### src/rtl/msg_pkg.sv
// Shared constants for the game-message encoder: default message bytes,
// color payload bytes and the FSM state encoding.
package msg_pkg;

    localparam logic [7:0] DEF_START_BYTE  = 8'h53;
    localparam logic [7:0] DEF_CFG_HDR     = 8'h43;
    localparam logic [7:0] DEF_MOVE_BASE   = 8'h30;
    localparam logic [7:0] DEF_EOT_BYTE    = 8'h45;

    localparam logic [7:0] COLOR_RED_BYTE  = 8'h52;
    localparam logic [7:0] COLOR_BLUE_BYTE = 8'h42;

    typedef logic [0:0] state_t;
    localparam state_t ST_IDLE = 1'b0;
    localparam state_t ST_SEND = 1'b1;

    function automatic logic [7:0] color_byte(input logic red);
        return red ? COLOR_RED_BYTE : COLOR_BLUE_BYTE;
    endfunction

endpackage

### src/rtl/msg_encoder.sv
// Game-message encoder: latches start/config/move requests into pending
// slots and serialises the highest-priority pending message into a
// byte-wide fifo, one byte per cycle whenever the fifo has room.
//
//   state | meaning
//   IDLE  | no message in flight; picks next pending request (start > cfg > move)
//   SEND  | emitting shadow bytes 0..r_last, advancing on each accepted write
module msg_encoder
    import msg_pkg::*;
#(
    parameter logic [7:0] START_BYTE = DEF_START_BYTE,
    parameter logic [7:0] CFG_HDR    = DEF_CFG_HDR,
    parameter logic [7:0] MOVE_BASE  = DEF_MOVE_BASE,
    parameter logic [7:0] EOT_BYTE   = DEF_EOT_BYTE
) (
    input  logic       clk,
    input  logic       rst,
    input  logic       send_start,
    input  logic       send_cfg,
    input  logic [7:0] width,
    input  logic [7:0] length,
    input  logic       color_red,
    input  logic       move_valid,
    input  logic [2:0] move_dir,
    input  logic       move_last,
    input  logic       buf_full,
    output logic       wr_en,
    output logic [7:0] buf_in,
    output logic       busy,
    output logic       drop
);

    state_t          r_state;
    logic            r_start_pend;
    logic            r_cfg_pend;
    logic            r_move_pend;
    logic [7:0]      r_cfg_width;
    logic [7:0]      r_cfg_length;
    logic            r_cfg_red;
    logic [2:0]      r_move_dir;
    logic            r_move_last;
    logic [3:0][7:0] r_shadow;
    logic [1:0]      r_last;
    logic [1:0]      r_idx;
    logic            r_drop;

    logic            w_idle;
    logic            w_sel_start;
    logic            w_sel_cfg;
    logic            w_sel_move;
    logic            w_wr_en;
    logic [7:0]      w_move_byte;

    assign w_idle      = (r_state == ST_IDLE);
    assign w_sel_start = w_idle & r_start_pend;
    assign w_sel_cfg   = w_idle & ~r_start_pend & r_cfg_pend;
    assign w_sel_move  = w_idle & ~r_start_pend & ~r_cfg_pend & r_move_pend;
    assign w_wr_en     = (r_state == ST_SEND) & ~buf_full;
    assign w_move_byte = MOVE_BASE + {5'b0, r_move_dir};

    assign wr_en  = w_wr_en;
    assign buf_in = (r_state == ST_SEND) ? r_shadow[r_idx] : 8'h00;
    assign busy   = (r_state == ST_SEND) | r_start_pend | r_cfg_pend | r_move_pend;
    assign drop   = r_drop;

    // Pending slots: a new request sets its flag (overwriting payload); selection clears it.
    // A request landing on the same edge its slot is consumed is not a loss, so no drop.
    always_ff @(posedge clk) begin
        if (rst) begin
            r_start_pend <= 1'b0;
            r_cfg_pend   <= 1'b0;
            r_move_pend  <= 1'b0;
            r_cfg_width  <= 8'h00;
            r_cfg_length <= 8'h00;
            r_cfg_red    <= 1'b0;
            r_move_dir   <= 3'd0;
            r_move_last  <= 1'b0;
            r_drop       <= 1'b0;
        end else begin
            r_drop <= (send_start & r_start_pend & ~w_sel_start) |
                      (send_cfg   & r_cfg_pend   & ~w_sel_cfg)   |
                      (move_valid & r_move_pend  & ~w_sel_move);

            if (send_start)
                r_start_pend <= 1'b1;
            else if (w_sel_start)
                r_start_pend <= 1'b0;

            if (send_cfg) begin
                r_cfg_pend   <= 1'b1;
                r_cfg_width  <= width;
                r_cfg_length <= length;
                r_cfg_red    <= color_red;
            end else if (w_sel_cfg) begin
                r_cfg_pend   <= 1'b0;
            end

            if (move_valid) begin
                r_move_pend  <= 1'b1;
                r_move_dir   <= move_dir;
                r_move_last  <= move_last;
            end else if (w_sel_move) begin
                r_move_pend  <= 1'b0;
            end
        end
    end

    // FSM: load the selected message into the shadow, then walk its bytes as the fifo accepts them.
    always_ff @(posedge clk) begin
        if (rst) begin
            r_state  <= ST_IDLE;
            r_shadow <= '0;
            r_last   <= 2'd0;
            r_idx    <= 2'd0;
        end else begin
            case (r_state)
                ST_IDLE: begin
                    r_idx <= 2'd0;
                    if (w_sel_start) begin
                        r_shadow <= {8'h00, 8'h00, 8'h00, START_BYTE};
                        r_last   <= 2'd0;
                        r_state  <= ST_SEND;
                    end else if (w_sel_cfg) begin
                        r_shadow <= {color_byte(r_cfg_red), r_cfg_length, r_cfg_width, CFG_HDR};
                        r_last   <= 2'd3;
                        r_state  <= ST_SEND;
                    end else if (w_sel_move) begin
                        r_shadow <= {8'h00, 8'h00, EOT_BYTE, w_move_byte};
                        r_last   <= r_move_last ? 2'd1 : 2'd0;
                        r_state  <= ST_SEND;
                    end
                end
                ST_SEND: begin
                    if (w_wr_en) begin
                        if (r_idx == r_last) begin
                            r_idx   <= 2'd0;
                            r_state <= ST_IDLE;
                        end else begin
                            r_idx   <= r_idx + 2'd1;
                        end
                    end
                end
                default: begin
                    r_state <= ST_IDLE;
                    r_idx   <= 2'd0;
                end
            endcase
        end
    end

endmodule

### config.mk
export PLATFORM = sky130hd
export DESIGN_NAME = msg_encoder
export DESIGN_NICKNAME = d
export VERILOG_FILES = /design/src/rtl/msg_pkg.sv /design/src/rtl/msg_encoder.sv
export SDC_FILE = /design/constraint.sdc
export NUM_CORES = 1
export LEC_CHECK = 0
export BUFFER_PORTS_ARGS = -buffer_cell sky130_fd_sc_hd__buf_2
export CORE_MARGIN = 8
export CORE_UTILIZATION = 58
export DETAILED_ROUTE_END_ITERATION = 7
export PLACE_DENSITY = 0.82
export REMOVE_ABC_BUFFERS = 1
export SETUP_SLACK_MARGIN = 0.15
export SLEW_MARGIN = 20
export SYNTH_ARGS = -nofsm -noshare
export SYNTH_HDL_FRONTEND = slang
export SYNTH_SLANG_ARGS = --single-unit
export TNS_END_PERCENT = 1
### constraint.sdc
create_clock -name clk -period 3.55 [get_ports clk]
set_clock_uncertainty 0.1 [all_clocks]
set_input_delay 0.5325 -clock clk [delete_from_list [all_inputs] [get_ports clk]]
set_output_delay 0.5325 -clock clk [all_outputs]
set_load 0.03 [all_outputs]
; ---- Word level (Yosys, flattened, before mapping)
; Index checks and enable logic that the tools add are counted.
[word_totals]
regBits = 62
word_cells = 76
[classes]
n_addsub = 2
n_lt_le_gt_ge = 1
eq_ne = 2
mux = 26
bitwise = 24
reduce_logical = 5
[ops]
columns = op, count
row1 = two-way mux 32 bit, 3
row2 = binary-select mux 8 bit (select 2 bit), 1
row3 = two-way mux 8 bit, 2
row4 = AND 1 bit, 12
row5 = two-way mux 1 bit, 12
row6 = two-way mux 2 bit, 5
row7 = adder 6 x 3 -> 7 bit (first input constant), 1
row8 = NOT 1 bit, 7
row9 = nonzero test 2 bit, 3
row10 = two-way mux 5 bit, 1
row11 = bitwise OR 1 bit, 5
row12 = case mux 2 bit (2 select lines), 1
row13 = < comparator 2 x 3 -> 1 bit (second input constant), 1
row14 = nonzero test 3 bit, 1
row15 = adder 2 x 1 -> 2 bit (second input constant), 1
row16 = equality test 2 bit, 1
row17 = inequality test 2 bit (second input constant), 1
row18 = case mux 1 bit (2 select lines), 1
row19 = AND reduction 2 bit, 1

; ---- Depth between registers and ports, before layout
[logic_depth]
ltp_word = 8
ltp_mapped = 6

; ---- Worst setup path after synthesis
; No wires, ideal clock.
[synth_timing]
path_kind = register to output
from = register r_idx[1]
to = output port buf_in[0]
arrival_time_ns = 1.438
t_required_ns = 2.917
path_slack_ns = 1.479
path_stages_with_launch = 5
path_buffers = 1
cell_sequence = dfxtp_1 buf_2 mux2i_1 or2_2 a21oi_1
[synth_via]
elab_chain_cells = 3
[synth_lines]
columns = element, line_no
row1 = "start, declared", msg_encoder.sv:44  ; logic [1:0] r_idx;
row2 = "start signal, assigned", msg_encoder.sv:139  ; r_idx <= r_idx + 2'd1;
row3 = binary-select mux 8 bit (select 2 bit), msg_encoder.sv:62  ; assign buf_in = (r_state == ST_SEND) ? r_shadow[r_idx] : 8'h00;
row4 = two-way mux 8 bit (implied by the code), msg_encoder.sv:62
row5 = two-way mux 8 bit, msg_encoder.sv:62
row6 = "end, declared", msg_encoder.sv:28  ; output logic [7:0] buf_in,
; No other way between the ends. The select of a mux whose other input is x is not followed.

; ---- Worst setup path in the final report
[layout_timing]
from = register r_idx[1]
to = output port buf_in[6]
; Same word-level chain as after synthesis.

==> run metrics <==
outcome complete, no violations; Die ar. a little under 6000 um2; Synth async-reset ratio 0%; Critical Path RT about 2900 ps; worst-case clock buffer depth 2; final setup violation count 0; Yosys warnings 0; DRC 0; Arr. time, crit path about 1900 ps; Cell variety after synth 35; ys flop type dfxtp_1; multi-input logic area just under 1000 um2; clock transition at the registers of the reported paths roughly 90 ps; Synth Instances approximately 210; hold_buf cts 0; top post-synthesis cells by count dfxtp_1 (53), nor2_1 (34), mux2i_1 (24); CP Max Fanout 12; post-CTS repair timing setup buffer count 0; Vias/cell roughly 5.6; placed cell areas roughly 2300 um2; Pre-antenna DRT Iters 4; placed cells between 200 and 300; critical path startpoint category flip-flop; setup TNS 0 ps; Leakage ~0.0011 uW; initial antenna violation count 0; Cell Pwr Density 474 nW/um2; Die X 76.7 um; fin crit share between 70% and 80%; worst setup margin between 900 and 1000 ps; Routability Congestion 0.862; sequential element share of the synthesized area roughly half; WL per Instance 14.7 um; TritonCTS clock tree built; measured slew at the worst slew-check pin 683 ps; Max-Cap Viols 0; Final Net Count between 200 and 300; H-tree Lvls 2; gr usage total approximately 15%; DR iter-0 viols 116; Worst Setup End Kind primary output; Synth top area share 49.7%; Buffers on Ports 37; dpl ws 1310 ps; number of hold violations in the final report 0; Max-slew headroom a little over half; Synth area leaders dfxtp_1 (50%), mux2i_1 (11%), nor2_1 (6.0%); max-slew violations 0; Die H roughly 77 um; # rows 22; largest net degree at the start of global routing 34; EDFF count, synth 0; GRT Residual Overflow 0; Finished Cell Area 2390 um2; max frequency 392 MHz; # fillers approximately 300; Core Util, Final approximately 66%; global-route wire length before repair approximately 7500 um; worst skew pair latency between 300 and 400 ps; clk sink count between 50 and 60; Area growth, synth to finish 11.8%; FF+latch count, synth 53; Post-Route WL 4250 um; Layout Cells excl Fill approximately 290; RSZ-0062 raised after global routing false; num ports 38; Ant. Diodes 0; most common cell in the synthesized netlist dfxtp_1; worst vdd ir 302 uV; dpl hpwl approximately 3000 um; Final ANT Viol Nets 0; Initial Utilization between 50 and 60%; Yosys top cell by area dfxtp_1; Cell Area, Synth approximately 2100 um2; FF/Latch Area ~1100 um2; core footprint roughly 3600 um2; CTS buffer count 5; layout cells sized above 1 25.0%; CTS-repair resized insts 0; via count about 1,600; syn avg cell area 10.2 um2; root buffer cell clkbuf_8; Worst Path Class, Setup reg -> out; hold crit path type in -> reg; crit path time final roughly 2600 ps; vias in the first global route ~1,600
[routing by layer]
metal,vias up,part of all wire [%],routed length (um),global-route usage [%]
li1,800,-,-,-
met1,770,48,2020,19.0
met2,30,46,1960,24.0
met3,8,4.3,183,4.78
met4,0,2.0,85,7.12
met5,-,0,0,0
[registers in the layout (all words and copies together) (netlist names)]
register,flops
r_state,1
drop,1
r_start_pend,1
r_move_dir,3
r_last,1
r_cfg_red,1
r_move_last,1
r_cfg_length,8
r_move_pend,1
r_shadow,24
r_idx,2
r_cfg_pend,1
r_cfg_width,8
[cell type report]
class	instances	share of cell area [%]
timing repair buffer	37	7.75
clock inverter	3	0.733
clock buffer	5	2.88
inverter	7	1.10
multi-input combinational	135	40.6
sequential	53	44.4
tap	48	2.51
[cells by family (layout without fill, tap and decap cells)]
kind of cell / Yosys count / in the layout / share of synthesized area [%]
buf+inv: 21 / 52 / 4.92
simple gates: 61 / 61 / 13.8
mux: 27 / 27 / 14.4
compound gates: 45 / 45 / 16.3
flops: 53 / 53 / 49.7
xor+xnor: 2 / 2 / 0.820
[power breakdown]
group | switching [uW] | leakage (uW) | total (uW) | internal (uW)
logic | 77.5 | 0.000591 | 142 | 64.0
registers | 31.6 | 0.000435 | 661 | 629
clock network | 193 | 0.0000439 | 329 | 136
total | 302 | 0.00107 | 1130 | 829
[final timing paths]
path / to / from / slack (ps) / cells past startpoint
setup / recovery: buf_in[6] / r_idx[1]$_SDFFE_PP0P_ / 1000 / 3
hold / removal: r_start_pend$_SDFFE_PP0P_ / send_start / 350 / 3
setup reg to reg: r_shadow[14]$_SDFFE_PP0P_ / r_state$_SDFF_PP0_ / 1810 / 3
hold reg to reg: r_shadow[23]$_SDFFE_PP0P_ / r_cfg_length[7]$_SDFFE_PP0P_ / 380 / 1
[placed cells by master, fill, tap and decap left out]
cell,Yosys,final
dfxtp_1,53,53
buf_2,6,37
nor2_1,34,34
mux2i_1,24,24
a22o_1,14,14
a21oi_1,10,10
nand2_1,7,7
inv_1,7,7
o221a_2,6,6
clkbuf_8,0,5
or2_2,4,4
mux4_2,3,3
and2_1,3,3
nor2b_1,3,3
o21ai_0,3,3
a22oi_1,2,2
or3_1,2,2
nand3_1,2,2
a31oi_1,2,2
xor2_1,2,2
o211a_1,2,2
o22ai_1,2,2
clkinv_2,0,2
or4_2,1,1
or3b_1,1,1
nor2_8,1,1
nor3_1,1,1
o21a_1,1,1
o22a_1,1,1
o31a_1,1,1
nand2b_1,1,1
nor3b_1,1,1
o32ai_1,1,1
clkinvlp_4,0,1
[metrics by stage]
step,power [uW],hold slack [ps]
6_report,1130,355
5_1_grt,1180,349
4_1_cts,1140,344
3_5_place_dp,816,357
3_3_place_gp,812,356
2_1_floorplan,759,337
[critical path, cell delays in order, from the launching register on]
cell and delay (ps):
dfxtp_1 690, mux4_2 570, and2_1 180, buf_2 170
No activity file was read; power rests on OpenSTA's default activity.
